--- src/rtl/riscv_pkg.sv ---
// Shared RISC-V core definitions: multiplier FSM states and datapath constants.
package riscv_pkg;

    localparam int XLEN      = 32;
    localparam int MUL_ITERS = 32;

    typedef enum logic [1:0] {
        MUL_IDLE = 2'd0,
        MUL_RUN  = 2'd1,
        MUL_DONE = 2'd2
    } mul_state_e;

endpackage

--- src/rtl/add32.sv ---
// 32-bit ripple-style adder with carry-in and carry-out.
module add32 (
    input  logic [31:0] a,
    input  logic [31:0] b,
    input  logic        c_1,
    output logic [31:0] s,
    output logic        c31
);

    assign {c31, s} = {1'b0, a} + {1'b0, b} + {32'b0, c_1};

endmodule

--- src/rtl/mul32_seq_ctrl.sv ---
// Sequential shift-add 32x32->64 unsigned multiplier, one add32 pass per cycle.
import riscv_pkg::*;

module mul32_seq_ctrl #(
    parameter bit ZERO_SKIP = 1'b1,
    parameter int CNT_W     = 6
) (
    input  logic            clk,
    input  logic            rst_n,
    input  logic            flush,
    input  logic            in_valid,
    output logic            in_ready,
    input  logic [XLEN-1:0] a,
    input  logic [XLEN-1:0] b,
    output logic            out_valid,
    input  logic            out_ready,
    output logic [XLEN-1:0] prod_hi,
    output logic [XLEN-1:0] prod_lo,
    output logic            busy
);

    localparam logic [CNT_W-1:0] LAST_ITER = CNT_W'(MUL_ITERS - 1);

    mul_state_e      r_state;
    mul_state_e      w_next;
    logic [XLEN-1:0] r_mcand;
    logic [XLEN-1:0] r_acc_hi;
    logic [XLEN-1:0] r_acc_lo;
    logic [CNT_W-1:0] r_cnt;
    logic            r_out_valid;

    logic            w_accept;
    logic            w_opnd_zero;
    logic            w_take;
    logic [XLEN-1:0] w_sum;
    logic            w_c31;
    logic [XLEN-1:0] w_hi;
    logic            w_hi_c;

    assign w_accept    = in_valid & in_ready;
    assign w_opnd_zero = (a == '0) | (b == '0);
    assign w_take      = r_out_valid & out_ready;

    add32 u_add (
        .a   (r_acc_hi),
        .b   (r_mcand),
        .c_1 (1'b0),
        .s   (w_sum),
        .c31 (w_c31)
    );

    assign w_hi   = r_acc_lo[0] ? w_sum : r_acc_hi;
    assign w_hi_c = r_acc_lo[0] & w_c31;

    always_ff @(posedge clk or negedge rst_n) begin
        if (!rst_n) r_state <= MUL_IDLE;
        else        r_state <= w_next;
    end

    always_comb begin
        // NOTE: default assigned first so every path drives w_next and no latch is inferred.
        w_next = r_state;
        case (r_state)
            MUL_IDLE: if (w_accept) w_next = (ZERO_SKIP && w_opnd_zero) ? MUL_DONE : MUL_RUN;
            MUL_RUN:  if (r_cnt == LAST_ITER) w_next = MUL_DONE;
            MUL_DONE: if (w_take) w_next = MUL_IDLE;
            default:  w_next = MUL_IDLE;
        endcase
        if (flush) w_next = MUL_IDLE;
    end

    // out_valid is registered, so it rises one cycle after DONE is entered.
    always_ff @(posedge clk or negedge rst_n) begin
        // NOTE: non-blocking assignments keep every register sampling pre-edge values.
        if (!rst_n) begin
            r_mcand     <= '0;
            r_acc_hi    <= '0;
            r_acc_lo    <= '0;
            r_cnt       <= '0;
            r_out_valid <= 1'b0;
        end else if (flush) begin
            r_cnt       <= '0;
            r_out_valid <= 1'b0;
        end else begin
            case (r_state)
                MUL_IDLE: begin
                    if (w_accept) begin
                        r_mcand  <= a;
                        r_acc_hi <= '0;
                        r_cnt    <= '0;
                        r_acc_lo <= (ZERO_SKIP && w_opnd_zero) ? '0 : b;
                    end
                end
                MUL_RUN: begin
                    {r_acc_hi, r_acc_lo} <= {w_hi_c, w_hi, r_acc_lo[XLEN-1:1]};
                    r_cnt                <= r_cnt + CNT_W'(1);
                end
                MUL_DONE: r_out_valid <= ~w_take;
                default:  r_out_valid <= 1'b0;
            endcase
        end
    end

    assign in_ready  = (r_state == MUL_IDLE);
    assign busy      = (r_state != MUL_IDLE);
    assign out_valid = r_out_valid;
    assign prod_hi   = r_acc_hi;
    assign prod_lo   = r_acc_lo;

endmodule

--- config.mk ---
export PLATFORM = sky130hd
export DESIGN_NAME = mul32_seq_ctrl
export DESIGN_NICKNAME = d
export VERILOG_FILES = /design/src/rtl/riscv_pkg.sv /design/src/rtl/add32.sv /design/src/rtl/mul32_seq_ctrl.sv
export SDC_FILE = /design/constraint.sdc
export NUM_CORES = 1
export LEC_CHECK = 0
export CORE_ASPECT_RATIO = 0.6
export CORE_UTILIZATION = 45
export DETAILED_ROUTE_END_ITERATION = 16
export GPL_ROUTABILITY_DRIVEN = 0
export HOLD_SLACK_MARGIN = 0.15
export PLACE_DENSITY = 0.77
export SYNTH_ARGS = -nofsm -noshare
export SYNTH_HDL_FRONTEND = slang
export SYNTH_SLANG_ARGS = --single-unit
export TNS_END_PERCENT = 5
--- constraint.sdc ---
create_clock -name clk -period 3.7 [get_ports clk]
set_input_delay 0.37 -clock clk [delete_from_list [all_inputs] [get_ports clk]]
set_output_delay 0.37 -clock clk [all_outputs]
set_load 0.005 [all_outputs]
==> summary.md, run 1 <==
| Metric | Value |
|---|---|
| Critical path endpoint category | `flop` |
| Placeable Area | `13200 um^2` |
| Worst Setup EP | `prod_hi[27]` |
| Worst path cell trace | `ha_1, fa_1, a21o_1, a221oi_2, nor2_2, nor2b_2, o21ai_1, a31oi_2, xor2_1, o21ai_1` |
| Syn avg cell area | `9.43 um^2` |
| Placed insts | `935` |
| Seq/Total Area, Yosys | `41.9%` |
| Post-route ant nets | `0` |
| Metal3 WL | `1600 um` |
| Fin cells | `952` |
| Clock power frac | `12.9%` |
| Hold Path Class | `reg -> reg` |
| Final setup viols | `0` |
| DR WL/cell | `18.8 um` |
| # fillers | `1119` |
| Sequential share of power | `29.5%` |
| CTS Sinks | `105` |
| Register area | `2630 um^2` |
| Final WL | `17900 um` |
| PwrDens | `924 nW/um^2` |
| RSZ-0062 raised after global routing | `false` |
| P_int | `4110 uW` |
| R2R Path Start | `prod_hi[0]` |
| # DRC | `0` |
| Vias | `5825` |
| CP Max Fanout | `4` |
| Hold Crit Start | `r_mcand[19]` |
| Max Cap Violations | `0` |
| Switching power | `3300 uW` |
| Initial antenna violation count | `0` |
| DR top layer | `met4` |
| CTS tree | `yes` |
| Met2 Routed Length | `7220 um` |
| Instance count on the critical path | `10` |
| Largest net degree at the start of global routing | `98` |
| FP Rows | `32` |
| Initial DRT Pass Iterations | `5` |
| Worst reg2reg endpoint | `prod_hi[27]` |
| Relative slew slack | `14.0%` |
| Pins Over Slew Limit | `0` |
| Cell count after synthesis | `665` |
| Crit Path Class | `reg -> reg` |
| All-Layer GR Usage | `25.5%` |
| Global-route wire length before repair | `28600 um` |
| Worst-Margin Slew | `1.29 ns` |
| Vias per cell | `6.12` |
| Hold WS | `0.511 ns` |
| Worst R2R Setup Slack | `0.84 ns` |
| Finished layout cell area | `8020 um^2` |
| Die height | `93.5 um` |
| Synth Register Bits | `105` |
| Total power | `7410 uW` |
| GRT overflow | `0` |
| Number of global-route vias before repair | `5368` |
| Combinational share of power | `57.6%` |
| Pleak | `0.00334 uW` |
| Port Buf Inserts | `135` |
| Max Root-Sink Buffers | `2` |
| Leading cell type in the layout, fill and taps excluded | `clkdlybuf4s50_1` |
| Starting density of the core | `47.5%` |
| Num CTS Buffers | `9` |
| Fraction of registers with async set/reset | `100%` |
| Critical Path RT | `3.91 ns` |
| Htree depth | `3` |
| CP arrival | `3.07 ns` |
| Worst r2r path cells | `10` |
| CP Buf/Inv Count | `0` |
| Antenna Cells | `0` |
| Maximum clock frequency | `350 MHz` |
| Startpoint Class | `flop` |
| Multi-input gate area | `3420 um^2` |
| Synthesized Nets | `768` |
| CP Launch Point | `prod_hi[0]` |
| Root Driver | `clkbuf_16` |
| Period minus WS final | `2.86 ns` |
| Io pins | `136` |
| Fin crit share | `77.3%` |
| Clock Latency Late Sink | `0.35 ns` |
| Slowest cell on crit path | `dfrtp_1` |
| M1 wire length | `8820 um` |
| Number of synthesized flops with an enable pin | `0` |
| Layout area overhead | `27.9%` |
| Commonest non-fill, non-tap cells in the layout | `134 x clkdlybuf4s50_1, 105 x dfrtp_1, 68 x nand2_1` |
| Clock transition at path regs | `0.08 ns` |
| Placed cell area | `7720 um^2` |
| Sw Share | `44.5%` |
| Crit path largest cell delay | `0.42 ns` |
| Yosys synthesis warning count | `0` |
| Mapped Area | `6270 um^2` |
| Post-synthesis cell type count | `61` |
| Die ar. | `14400 um^2` |
| Nets | `880` |
| DP HPWL | `13400 um` |
| CP delay by family, top | `compound AO/OA/AOI/OAI gates` |
| Setup TNS | `0 ns` |
| Status | `finished, final reports clean` |
| Most used cell, CP | `o21ai_1` |
| VDD IR max | `0.321 mV` |
| Layout cell share with drive strength beyond 1 | `8.31%` |
| Initial DRC Count | `456` |
| Main synth FF type | `dfrtp_1` |
| Die span in x | `154 um` |
| Post-CTS setup buffer count | `0` |
| Hold Vio Cnt, Final | `0` |
| Clock Skew | `0.00665 ns` |
[what timing repair did]
item	in CTS	in global routing
hold buffers	1	0
hold endpoints to repair	44	0
resized for setup	0	0
[synthesized netlist by cell type, drive strengths merged (3+ instances only)]
library cell	number	area [um^2]
ha	33	413
xor2	9	78.8
xnor2	20	175
nor2	37	144
a32oi	3	26.3
nand2b	3	18.8
buf	15	100
o211ai	3	22.5
nor3	9	45.0
and3	5	31.3
o21bai	4	30.0
inv	13	48.8
clkbuf	27	103
o21ai	89	449
a31oi	6	43.8
nor4	16	100
dfrtp	105	2630
o31ai	7	62.6
nor2b	3	21.3
a21oi	41	205
nand2	68	255
nand4	15	93.8
o221ai	3	26.3
mux2	32	360
o21a	5	37.5
a21o	3	22.5
mux2i	6	60.1
a22oi	52	390
nand3	9	45.0
[worst min-delay path by stage]
stage / slack, ns / to / cells past startpoint
floorplan: 0.07 / out_valid / 0
global placement: 0.41 / r_mcand[2] / 1
detailed placement: 0.42 / r_mcand[5] / 1
CTS: 0.51 / r_mcand[19] / 1
global route: 0.53 / r_mcand[19] / 1
finish: 0.51 / r_mcand[19] / 1
[registers in the layout, summed over array words and instances, names as in the netlist]
register   flops
r_cnt          6
prod_lo       32
prod_hi       32
r_state        2
out_valid      1
r_mcand       32
[kinds of logic after synthesis]
logic type	count (synthesis)	synth area share [%]
AO/OA/AOI/OAI	232	23.6
AND/OR/NAND/NOR	172	12.9
flip-flops	105	41.9
buffers and inverters	55	4.01
multiplexers	38	6.70
adder cells (fa/ha/maj)	34	6.90
XOR/XNOR	29	4.05
[per-stage QoR]
step | utilization (%) | setup slack, ns
after CTS | 60.7 | 0.892
after floorplan | - | 1.23
final | 60.7 | 0.841
after detailed placement | 58.4 | 0.885
after global placement | 58.4 | 0.859
after global routing | 60.7 | 0.690
[power groups by stage]
stage          Combinational [uW]  Clock [uW]  Sequential, uW
2_1_floorplan                2880           0            2020
3_3_place_gp                 4060           0            2160
3_5_place_dp                 4170           0            2180
4_1_cts                      4200         980            2170
5_1_grt                      4650        1020            2250
6_report                     4270         957            2180
[worst reg2reg max path, stage by stage (launching register included)]
cell      delay (ns)
dfrtp_1         0.42
ha_1            0.24
fa_1            0.42
a21o_1          0.22
a221oi_2        0.32
nor2_2          0.09
nor2b_2         0.20
o21ai_1         0.23
a31oi_2         0.29
xor2_1          0.20
o21ai_1         0.07
[per-layer routing]
metal  vias to the layer above  GRT usage (%)
met5                         -              0
met4                         0           4.70
met3                        26           6.86
met2                       273           35.3
met1                      2824           39.3
li1                       2702              -
[final cells by class]
type	instances	area share, %
Inverter	13	0.608
Timing Repair Buffer	143	17.8
Clock inverter	7	0.842
Clock buffer	9	2.81
Tap cell	170	2.65
Sequential cell	105	32.8
Multi-Input combinational cell	505	42.6
Note: power is estimated with default switching activity, not from simulation.
==> run 2: changes to the inputs <==
==> constraint.sdc (replaced) <==
create_clock -name clk -period 2.8 [get_ports clk]
set_input_delay 0.28 -clock clk [delete_from_list [all_inputs] [get_ports clk]]
set_output_delay 0.28 -clock clk [all_outputs]
set_load 0.005 [all_outputs]
==> run 2 against run 1 <==
  * Fmax increased by 7.2%
  * Critical path depth unchanged
  * Worst setup slack got worse by 0.71 ns
  * Global-route usage increased by 0.44 points
  * First-iteration DRC count increased by 2.2%
  * Via count increased by 1.6%
  * Routed wire length increased by 3.2%
  * Sequential cell count unchanged
  * Highest routed layer unchanged
  * Clock skew increased by 0.0065 ns
  * Register-to-register slack got worse by 0.71 ns
  * Sequential power increased by 32%
  * Clock power increased by 31%
==> summary.md, run 2 (same netlist as run 1, synthesis figures left out) <==
| Metric | Value |
|---|---|
| Status | `finished, final reports clean` |
| Initial DRC Count | `466 (+2.2%)` |
| Htree depth | `3 (unchanged)` |
| All-Layer GR Usage | `26.0% (+0.44 points)` |
| # DRC | `0 (unchanged)` |
| Starting density of the core | `47.5% (unchanged)` |
| Hold WS | `0.455 ns (-0.0567 ns)` |
| Clock Skew | `0.0132 ns (+0.00650 ns)` |
| Hold Vio Cnt, Final | `0 (unchanged)` |
| Post-route ant nets | `0 (unchanged)` |
| Initial DRT Pass Iterations | `6 (+1)` |
| Io pins | `136 (unchanged)` |
| Antenna Cells | `0 (unchanged)` |
| Placed cell area | `7770 um^2 (+0.65%)` |
| Pleak | `0.00336 uW (+0.69%)` |
| Vias | `5921 (+1.6%)` |
| Commonest non-fill, non-tap cells in the layout | `134 x clkdlybuf4s50_1, 105 x dfrtp_1, 68 x nand2_1` |
| Post-CTS setup buffer count | `0 (unchanged)` |
| FP Rows | `32 (unchanged)` |
| Vias per cell | `6.19 (+1.1%)` |
| Global-route wire length before repair | `29100 um (+1.6%)` |
| Num CTS Buffers | `9 (unchanged)` |
| PnR worst setup slack | `0.133 ns (-0.708 ns)` |
| Startpoint Class | `flop` |
| Nets | `885 (+0.57%)` |
| Die ar. | `14400 um^2 (unchanged)` |
| Final setup viols | `0 (unchanged)` |
| Relative slew slack | `49.1% (+35 points)` |
| R2R Path Start | `prod_hi[0]` |
| Worst r2r path cells | `10 (unchanged)` |
| Critical Path RT | `3.02 ns (-0.89 ns)` |
| Period minus WS final | `2.67 ns (-0.192 ns)` |
| VDD IR max | `0.442 mV (+38%)` |
| Pins Over Slew Limit | `0 (unchanged)` |
| CP arrival | `2.89 ns (-0.18 ns)` |
| Port Buf Inserts | `135 (unchanged)` |
| Total power | `9930 uW (+34%)` |
| Worst R2R Setup Slack | `0.13 ns (-0.71 ns)` |
| CTS Sinks | `105 (unchanged)` |
| Critical path endpoint category | `flop` |
| Layout area overhead | `28.7%` |
| DR WL/cell | `19.3 um (+2.7%)` |
| Max Root-Sink Buffers | `2 (unchanged)` |
| Fin crit share | `95.3% (+18 points)` |
| Layout cell share with drive strength beyond 1 | `9.15% (+0.84 points)` |
| Leading cell type in the layout, fill and taps excluded | `clkdlybuf4s50_1` |
| Hold Path Class | `in -> async` |
| Worst-Margin Slew | `0.761 ns (-0.527 ns)` |
| Number of global-route vias before repair | `5614 (+4.6%)` |
| Die span in x | `154 um (unchanged)` |
| Initial antenna violation count | `0 (unchanged)` |
| RSZ-0062 raised after global routing | `false` |
| Placeable Area | `13200 um^2 (unchanged)` |
| GRT overflow | `0 (unchanged)` |
| Root Driver | `clkbuf_16` |
| Setup TNS | `0 ns (unchanged)` |
| Worst reg2reg endpoint | `prod_hi[25]` |
| PwrDens | `1230 nW/um^2 (+33%)` |
| Largest net degree at the start of global routing | `66 (-33%)` |
| # fillers | `1085 (-3.0%)` |
| CP Max Fanout | `4 (unchanged)` |
| CTS tree | `yes` |
| DP HPWL | `13700 um (+2.8%)` |
| Clock transition at path regs | `0.08 ns (about the same)` |
| Clock Latency Late Sink | `0.36 ns (about the same)` |
| Crit Path Class | `reg -> reg` |
| Finished layout cell area | `8080 um^2 (+0.69%)` |
| Max Cap Violations | `0 (unchanged)` |
| DP Worst Slack | `0.153 ns (-0.732 ns)` |
| Final WL | `18400 um (+3.2%)` |
| Maximum clock frequency | `375 MHz (+7.2%)` |
| Die height | `93.5 um (unchanged)` |
==> run 2: cell count changes in the layout (fill, tap and decap cells not counted), sizes merged <==
cell / delta
clkinvlp: +1
buf: +5
clkinv: +2
inv: -3
==> run 2: worst max-delay path, cell delays in order, from the launching register on <==
cell and delay (ns):
dfrtp_1 0.42, ha_1 0.24, fa_1 0.41, a21o_1 0.23, a221oi_2 0.31, nor2_2 0.10
a41o_2 0.33, nor2_2 0.14, o41ai_2 0.10, xnor2_1 0.17, o21ai_1 0.09
==> run 2: layout make-up <==
class / count / area, um^2 / share of cell area, %
clock buffer: 9 / 225 / 2.79
tap: 170 / 213 / 2.63
timing repair buffer: 148 / 1470 / 18.2
multi-input combinational: 505 / 3430 / 42.4
clock inverter: 7 / 62.6 / 0.775
sequential: 105 / 2630 / 32.5
inverter: 13 / 48.8 / 0.604
==> run 2: repair_timing <==
action                                 in CTS  in global routing
gates resized for setup                     0                  2
setup endpoints to repair                   0                  3
hold buffers                                1                  0
endpoints found under the hold margin      40                  0
==> run 2: where the power goes <==
group	switching, uW	internal [uW]	total [uW]	leakage [uW]
Clock	631	623	1250	0.000137
Sequential	702	2180	2880	0.00133
Combinational	3120	2660	5790	0.00190
Total	4460	5470	9930	0.00336
==> run 2: how the worst max path moves through the flow <==
| stage | from | slack (ns) | depth (start not counted) | endpoint |
|---|---|---|---|---|
| global route | prod_hi[0] | 0.03 | 10 | prod_hi[25] |
| CTS | prod_hi[0] | 0.11 | 10 | prod_hi[27] |
| finish | prod_hi[0] | 0.13 | 10 | prod_hi[25] |
| floorplan | prod_hi[0] | 0.33 | 10 | prod_hi[23] |
| detailed placement | prod_hi[0] | 0.15 | 10 | prod_hi[27] |
| global placement | prod_hi[0] | 0.21 | 10 | prod_hi[23] |
==> run 2: metrics by stage <==
step,util [%],cells
5_1_grt,61.1,957
3_5_place_dp,58.8,940
6_report,61.1,957
4_1_cts,61.1,957
3_3_place_gp,58.8,940
2_1_floorplan,-,665
==> run 2: metal layers <==
metal	part of all wire, %	track usage [%]
met4	1.9	6.77
met3	10	7.37
met2	40	36.0
met1	48	39.0
met5	0	0
